`config.mk`:
```
export PLATFORM = sky130hd
export DESIGN_NAME = config_reg_bank
export DESIGN_NICKNAME = d
export VERILOG_FILES = /design/src/rtl/config_reg_bank.sv
export SDC_FILE = /design/constraint.sdc
export NUM_CORES = 1
export LEC_CHECK = 0
export BUFFER_PORTS_ARGS = -buffer_cell sky130_fd_sc_hd__buf_2
export CORE_MARGIN = 10
export CORE_UTILIZATION = 54
export DETAILED_ROUTE_END_ITERATION = 12
export PLACE_DENSITY = 0.75
export SLEW_MARGIN = 20
export SYNTH_ARGS = -nofsm -noshare
export SYNTH_HDL_FRONTEND = slang
export SYNTH_SLANG_ARGS = --single-unit
```
`constraint.sdc`:
```
create_clock -name clk_in -period 4.63 [get_ports clk_in]
set_input_delay 0.926 -clock clk_in [delete_from_list [all_inputs] [get_ports clk_in]]
set_output_delay 0.926 -clock clk_in [all_outputs]
set_load 0.02 [all_outputs]
```
`src/rtl/config_reg_bank.sv`:
```
// Double-buffered configuration register bank.
// Host writes land in a shadow bank and are copied to the active bank on a
// COMMIT command. Writes to the command register are not stored. Each set
// bit starts a self-clearing pulse that lasts PULSE_LEN cycles.
// Any register can be read back from either bank.
// Optional feature macro: CFG_PARITY_EN (per-register even parity checking).
module config_reg_bank #(
    parameter int DATA_W    = 16,
    parameter int ADDR_W    = 8,
    parameter int NUM_REGS  = 20,
    parameter int CTRL_ADDR = 0,
    parameter int CMD_ADDR  = 1,
    parameter int PULSE_LEN = 4
) (
    input  logic                       clk_in,
    input  logic                       rst_in,
    input  logic                       wr_in,
    input  logic [ADDR_W-1:0]          wr_addr_in,
    input  logic [DATA_W-1:0]          data_in,
    input  logic                       rd_en_in,
    input  logic [ADDR_W-1:0]          rd_addr_in,
    input  logic                       rd_sel_active_in,
    output logic [NUM_REGS*DATA_W-1:0] cfg_flat_out,
    output logic [DATA_W-1:0]          ctrl_reg_out,
    output logic [DATA_W-1:0]          cmd_pulse_out,
    output logic                       commit_done_out,
    output logic [NUM_REGS-1:0]        config_received_out,
    output logic                       all_received_out,
    output logic [DATA_W-1:0]          rd_data_out,
    output logic                       rd_valid_out,
    output logic                       addr_err_out,
    output logic                       parity_err_out
);

    localparam int                 CNT_W    = $clog2(PULSE_LEN + 1);
    localparam logic [ADDR_W:0]    NREGS_X  = (ADDR_W + 1)'(NUM_REGS);
    localparam logic [ADDR_W-1:0]  CTRL_A   = ADDR_W'(CTRL_ADDR);
    localparam logic [ADDR_W-1:0]  CMD_A    = ADDR_W'(CMD_ADDR);
    localparam logic [NUM_REGS-1:0] CMD_MASK = NUM_REGS'(1) << CMD_ADDR;

    logic [DATA_W-1:0]   shadow [NUM_REGS];
    logic [DATA_W-1:0]   active [NUM_REGS];
    logic [CNT_W-1:0]    pulse_cnt [DATA_W];
    logic [NUM_REGS-1:0] recv_next;
    logic [DATA_W-1:0]   rd_word;

    logic wr_in_range, rd_in_range;
    logic wr_cmd, wr_ctrl, wr_data;
    logic do_commit, clr_recv, clr_err;
    logic wr_oob, rd_oob;

    assign wr_in_range = ({1'b0, wr_addr_in} < NREGS_X);
    assign rd_in_range = ({1'b0, rd_addr_in} < NREGS_X);
    assign wr_cmd      = wr_in && wr_in_range && (wr_addr_in == CMD_A);
    assign wr_ctrl     = wr_in && wr_in_range && (wr_addr_in == CTRL_A);
    assign wr_data     = wr_in && wr_in_range && !wr_cmd && !wr_ctrl;
    assign wr_oob      = wr_in && !wr_in_range;
    assign rd_oob      = rd_en_in && !rd_in_range;
    assign do_commit   = wr_cmd && data_in[0];
    assign clr_recv    = wr_cmd && data_in[1];
    assign clr_err     = wr_cmd && data_in[2];

    // Flatten the active bank for the trigger logic.
    for (genvar g = 0; g < NUM_REGS; g++) begin : g_flat
        assign cfg_flat_out[g*DATA_W +: DATA_W] = active[g];
    end
    assign ctrl_reg_out = active[CTRL_ADDR];

    // Stretched pulses: a command bit is high while its counter is nonzero.
    for (genvar g = 0; g < DATA_W; g++) begin : g_pulse
        assign cmd_pulse_out[g] = (pulse_cnt[g] != '0);
    end

    // Shadow takes host writes; active takes control writes or a full commit copy.
    always_ff @(posedge clk_in) begin
        if (rst_in) begin
            for (int i = 0; i < NUM_REGS; i++) begin
                shadow[i] <= '0;
                active[i] <= '0;
            end
        end else begin
            for (int i = 0; i < NUM_REGS; i++) begin
                if ((wr_data || wr_ctrl) && (wr_addr_in == ADDR_W'(i)))
                    shadow[i] <= data_in;
                if (wr_ctrl && (wr_addr_in == ADDR_W'(i)))
                    active[i] <= data_in;
                else if (do_commit)
                    active[i] <= shadow[i];
            end
        end
    end

    // Pulse counters reload on a command write and otherwise count down to zero.
    always_ff @(posedge clk_in) begin
        if (rst_in) begin
            for (int i = 0; i < DATA_W; i++) pulse_cnt[i] <= '0;
        end else begin
            for (int i = 0; i < DATA_W; i++) begin
                if (wr_cmd && data_in[i])
                    pulse_cnt[i] <= CNT_W'(PULSE_LEN);
                else if (pulse_cnt[i] != '0)
                    pulse_cnt[i] <= pulse_cnt[i] - 1'b1;
            end
        end
    end

    // One-cycle acknowledge following the commit edge.
    always_ff @(posedge clk_in) begin
        if (rst_in) commit_done_out <= 1'b0;
        else        commit_done_out <= do_commit;
    end

    // Next received bitmap: clear first, then mark a stored write.
    always_comb begin
        recv_next = clr_recv ? '0 : config_received_out;
        for (int i = 0; i < NUM_REGS; i++) begin
            if ((wr_data || wr_ctrl) && (wr_addr_in == ADDR_W'(i)))
                recv_next[i] = 1'b1;
        end
    end

    // Register the bitmap and its summary together so they never disagree.
    always_ff @(posedge clk_in) begin
        if (rst_in) begin
            config_received_out <= '0;
            all_received_out    <= 1'b0;
        end else begin
            config_received_out <= recv_next;
            all_received_out    <= &(recv_next | CMD_MASK);
        end
    end

    // Read mux: command register and unmapped addresses read as zero.
    always_comb begin
        rd_word = '0;
        if (rd_addr_in != CMD_A) begin
            for (int i = 0; i < NUM_REGS; i++) begin
                if (rd_addr_in == ADDR_W'(i))
                    rd_word = rd_sel_active_in ? active[i] : shadow[i];
            end
        end
    end

    // Registered readback; data holds when no read is requested.
    always_ff @(posedge clk_in) begin
        if (rst_in) begin
            rd_data_out  <= '0;
            rd_valid_out <= 1'b0;
        end else begin
            rd_valid_out <= rd_en_in;
            if (rd_en_in) rd_data_out <= rd_word;
        end
    end

    // Sticky address error; a new error outranks a simultaneous clear.
    always_ff @(posedge clk_in) begin
        if (rst_in)                 addr_err_out <= 1'b0;
        else if (wr_oob || rd_oob)  addr_err_out <= 1'b1;
        else if (clr_err)           addr_err_out <= 1'b0;
    end

`ifdef CFG_PARITY_EN
    function automatic logic even_parity(input logic [DATA_W-1:0] d);
        return ^d;
    endfunction

    logic [NUM_REGS-1:0] par_shadow, par_active;
    logic                par_mismatch;
    logic                par_inject;

    assign par_inject = wr_in && (wr_addr_in == ADDR_W'(NUM_REGS - 1)) &&
                        (data_in == {DATA_W{1'b1}}) && (CTRL_ADDR == 0);

    // Parity bits follow their registers; the inject hook corrupts register 0.
    always_ff @(posedge clk_in) begin
        if (rst_in) begin
            par_shadow <= '0;
            par_active <= '0;
        end else begin
            for (int i = 0; i < NUM_REGS; i++) begin
                if ((wr_data || wr_ctrl) && (wr_addr_in == ADDR_W'(i)))
                    par_shadow[i] <= even_parity(data_in);
                if (wr_ctrl && (wr_addr_in == ADDR_W'(i)))
                    par_active[i] <= even_parity(data_in);
                else if (do_commit)
                    par_active[i] <= par_shadow[i];
            end
            if (par_inject) begin
                par_shadow[0] <= ~par_shadow[0];
                par_active[0] <= ~par_active[0];
            end
        end
    end

    // Continuous check of every active register against its stored parity.
    always_comb begin
        par_mismatch = 1'b0;
        for (int i = 0; i < NUM_REGS; i++)
            if (even_parity(active[i]) != par_active[i]) par_mismatch = 1'b1;
    end

    // Sticky parity error, cleared by CLR_ERR unless a mismatch persists.
    always_ff @(posedge clk_in) begin
        if (rst_in)            parity_err_out <= 1'b0;
        else if (par_mismatch) parity_err_out <= 1'b1;
        else if (clr_err)      parity_err_out <= 1'b0;
    end
`else
    assign parity_err_out = 1'b0;
`endif

endmodule

```
## Word-level counts from Yosys, hierarchy flattened

Memories as Yosys holds them, arrays and structs flattened.
Index checks and enable logic that the tools add are counted.

- Add/sub/neg operators: 16
- $lt $le $gt $ge: 2
- Equality and inequality tests: 39
- Multiplexer cells: 450
- Bitwise logic cells: 92
- Reduce and logical (&&, ||, !) cells: 90

Operator list:

| kind | count |
|---|---|
| 16-bit two-way mux | 101 |
| 1-bit two-way mux | 316 |
| 8-bit by 4-bit == test with 1-bit output (second input constant) | 16 |
| 3-bit two-way mux | 32 |
| 1-bit OR | 92 |
| 8-bit by 3-bit == test with 1-bit output (second input constant) | 8 |
| 8-bit by 5-bit == test with 1-bit output (second input constant) | 8 |
| 1-bit logical AND | 63 |
| 3-bit nonzero test | 16 |
| 3-bit by 1-bit subtractor with 3-bit output (second input constant) | 16 |
| 8-bit by 2-bit == test with 1-bit output (second input constant) | 4 |
| 20-bit two-way mux | 1 |
| 19-bit AND reduction | 1 |
| 8-bit by 1-bit == test with 1-bit output (second input constant) | 2 |
| 8-bit logical NOT | 2 |
| 8-bit by 5-bit < comparator with 1-bit output (second input constant) | 2 |
| 8-bit by 1-bit inequality test with 1-bit output (second input constant) | 1 |
| 1-bit logical NOT | 4 |
| 2-bit nonzero test | 2 |
| 1-bit logical OR | 2 |

- Bits in registers: 40
- Memory bits (writable): 688
- Bits of input ports: 37
- Output and inout bits: 393
- Word-level logic and storage cells: 699
- Memories: 3

Memory list:

| name | words | bits a word | rd ports | clocked after memory_dff | wr ports | RTL line | source |
|---|---|---|---|---|---|---|---|
| active | 20 | 16 | 20 | 0 | 20 | 42 | `logic [DATA_W-1:0] active [NUM_REGS];` |
| shadow | 20 | 16 | 20 | 0 | 20 | 41 | `logic [DATA_W-1:0] shadow [NUM_REGS];` |
| pulse_cnt | 16 | 3 | 16 | 0 | 16 | 43 | `logic [CNT_W-1:0] pulse_cnt [DATA_W];` |

## Depth between registers and ports, before layout

An unclocked memory read counts as a cell.

- Depth in word-level cells: 23
- Gate-level depth with buffers: 11
- Mapped depth without buffers: 6

## Worst setup path before layout

Ideal clock, no wire load.

- Path type: input to register
- From: input wr_addr_in[6]
- To: memory shadow[0][0], enable pin
- Setup time: 0.375 ns
- Arrival: 2.590 ns
- Required time: 4.255 ns
- Path slack: 1.665 ns
- Cell stages on the path: 6
- Path buffers: 2
- Cell sequence: or3_1 > nor3_4 > nand2_1 > clkbuf_1 > buf_1 > nand2b_1

RTL lines:

| element | RTL line | source |
|---|---|---|
| start, declared | 18 | `input logic [ADDR_W-1:0] wr_addr_in,` |
| end, declared | 41 |  |

## Final worst setup path

- From: input rd_addr_in[7]
- To: register rd_data_out[6]

- Cells in the longest elaborated chain, start to end: 22
- Elaborated cells on any way between the ends: 42
- Classes of those cells: eq/ne: 20; mux: 21; reduce/logical: 1

RTL lines:

| element | RTL line | source |
|---|---|---|
| start, declared | 21 | `input logic [ADDR_W-1:0] rd_addr_in,` |
| 8-bit logical NOT | 138 | `if (rd_addr_in == ADDR_W'(i))` |
| 16-bit two-way mux (20 in series) | 138 |  |
| 16-bit two-way mux * | 136 | `if (rd_addr_in != CMD_A) begin` |
| end signal, assigned | 151 | `if (rd_en_in) rd_data_out <= rd_word;` |
| end, declared | 29 | `output logic [DATA_W-1:0] rd_data_out,` |

Every way passes the cells marked *; elsewhere a longest branch is shown, timed or not.
A chain may end at the register's enable or synchronous reset.

==> out/qor.txt <==
status = finished clean
delay-heaviest family, CP = simple AND/OR/NAND/NOR gates
Critical Path RT = 5.17 ns
syn_area_per_cell = 11.9 µm²
die extent in y = 274 µm
number of port buffers = 428
r2r endpoint = rd_data_out[2]
sequential fraction of the synthesis area = 61.8%
Post-DRT Antenna Nets = 0
min setup slack post-route = 1.05 ns
clk slew on worst S/H paths = 0.07 ns
WHS Endpoint = config_received_out[1]
met3 Usage GRT = 9.69%
Hold Crit Start = config_received_out[1]
cell taking the most area after synthesis = edfxtp_1
CP Class = in -> reg
setup TNS = 0 ns
worst-path maximum fanout = 19
Util after Layout = 63.0%
vias in the first global route = 25.5k
CP bufs+invs = 1
grt ovf = 0
FFs w/ async S/R, synth = 0%
Ys Warns = 0
Placed Cells = 4,019
TritonCTS clock tree = done
VDD IR max = 355 µV
fmax = 0.279 GHz
Core Box Area = 63,400 µm²
top_reg_cell synth = edfxtp_1
GRT busiest layer = met2
Worst Path Arrival = 4.12 ns
CP max stage cell = a2111oi_0
routed length per instance = 31.1 µm
Unique masters post-synth = 67
number of synthesized flops with an enable pin = 688
first-pass GRT wire length = 183 mm
Synth Instances = 2,917
area grow syn2layout = 15.1%
count leader, synth = edfxtp_1
Reg power frac = 48.9%
met1 global-route usage = 45.7%
startpoint types = input pin
Site Rows = 92
Clk network pwr share = 37.0%
via total after detailed routing = 26.8k
combinational share of power = 14.1%
Sw Share = 27.3%
sw power = 4.47 mW
leakage = 16.9 nW
worst-margin pin slew = 1.21 ns
DRT iter0 DRCs = 4,449
DRC = 0
worst hold slack = 0.472 ns
hold buffers post-CTS = 0
Synth Register Bits = 728
Setup Buffers After CTS = 0
Mapped Area = 34,700 µm²
Power Dens Cells = 409 nW/µm²
pre-CTS setup slack = 0.566 ns
clock skew = 0.0253 ns
Slew Limit Headroom = 17.4%
I/O Pins = 430
Starting Density = 54.8%
hold path cells = 1
worst skew pair latency = 0.64 ns
R2R Path Start = active[0][18]
Pint = 11.9 mW
routability cong. = 1.00
RSZ-0062 raised after global routing = no
clock period minus worst slack = 3.58 ns
top-area cell type share of the netlist area = 59.5%
Worst R2R Path Depth = 6
initial antenna violation count = 4
Commonest cells post-synth = 688 x edfxtp_1, 400 x nor2_1, 274 x and3_1
final hold vios = 0
Non-Filler Instances = 4,161
routed wire length = 130 mm
Final Max Tran Viols = 0
layout cells sized above 1 = 20.9%
largest net degree at the start of global routing = 274
synth top area cells = edfxtp_1 59%, mux2i_1 7.2%, and3_1 4.9%
Pre-Repair DR Iteration Count = 6
# resized after CTS = 0
Critical Path, Cell by Cell = buf_2 -> nor3_1 -> nand2_1 -> a2111oi_0 -> nor2_1 -> a221oi_1
Total Die Area = 74,900 µm²
Worst Hold Class = reg -> reg
CTS Buf Count = 76
MaxCap Viol Count = 0
met2 Track Usage GR = 49.3%
Tcrit/Tclk final = 77.3%
NumNets Final = 3,320
Vias/cell = 6.43
CTS Sinks = 728
flop2flop setup slack = 1.99 ns
DPL Wire Length = 91.8 mm
Longest Clk Path Bufs = 3
Setup-failing EPs final = 0
Die W = 274 µm
nature of the critical path endpoint = register
CTS Root Cell = clkbuf_16
H-Tree Depth = 3
slowest cell delay on critical path = 1.20 ns
total global-route track usage = 33.4%
[per-layer routing]
metal  part of all wire (%)  vias up
met4                    4.1        8
met3                     13      286
met2                     44     1906
met5                  0.039        -
li1                       -    11400
met1                     38    13200
[sequential cells by signal, indices dropped and copies added, names as in the netlist]
signal and count:
active 320, shadow 320, pulse_cnt 48, rd_valid_out 1, commit_done_out 1, config_received_out 20, rd_data_out 16, all_received_out 1
addr_err_out 1
[cells by family after synthesis]
logic type | synth area share [%]
compound gates | 8.84
flops | 61.8
other cells | 0.0108
buf+inv | 4.29
fa+ha+maj | 1.15
mux | 9.05
simple gates | 14.9
[per-stage QoR]
| stage | power, mW | instance area (µm²) |
|---|---|---|
| 2_1_floorplan | 9.47 | 34800 |
| 3_3_place_gp | 10.3 | 37500 |
| 3_5_place_dp | 10.4 | 37500 |
| 4_1_cts | 16.3 | 40000 |
| 5_1_grt | 16.9 | 40000 |
| 6_report | 16.4 | 40000 |
[power by group through the flow]
stage	clock [mW]	sequential (mW)	combinational, mW
floorplan	0	8.13	1.34
global placement	0	8.09	2.16
detailed placement	0	8.12	2.26
CTS	6.07	7.99	2.27
global route	6.35	8.03	2.47
finish	6.06	8.00	2.30
[worst max-delay path by stage]
| stage | startpoint | end | slack (ns) | cells after the start |
|---|---|---|---|---|
| 2_1_floorplan | wr_addr_in[6] | shadow[0][0] | 1.67 | 6 |
| 6_report | rd_addr_in[7] | rd_data_out[6] | 1.05 | 6 |
| 3_3_place_gp | rd_addr_in[7] | rd_data_out[2] | 0.72 | 6 |
| 3_5_place_dp | rd_sel_active_in | rd_data_out[2] | 0.57 | 8 |
| 5_1_grt | rd_addr_in[7] | rd_data_out[6] | 1.05 | 6 |
| 4_1_cts | rd_sel_active_in | rd_data_out[2] | 1.20 | 8 |
[area by class of cell]
class,count,area (µm²)
Tap cell,846,1060
Fill cell,4848,23500
Multi-Input combinational cell,1858,11900
Timing Repair Buffer,514,2880
Clock inverter,29,249
Sequential cell,728,21500
Inverter,73,277
Antenna cell,2,5.00
Clock buffer,111,2170
[placed cells by master, fill, tap and decap left out, types with 80 or more instances in the layout]
master	instances
edfxtp_1	688
buf_4	82
nor2_1	400
nand2_1	144
mux2i_1	250
buf_2	425
a21oi_1	124
and3_1	274
clkbuf_16	80
[worst reg2reg max path, cell delays in order, from the launching register on]
cell,delay [ns]
edfxtp_1,0.40
mux2i_1,0.20
o22ai_1,0.17
o21ai_0,0.66
a22oi_1,0.33
o41ai_1,0.56
a221oi_1,0.17
(Power assumes the default switching activity.)
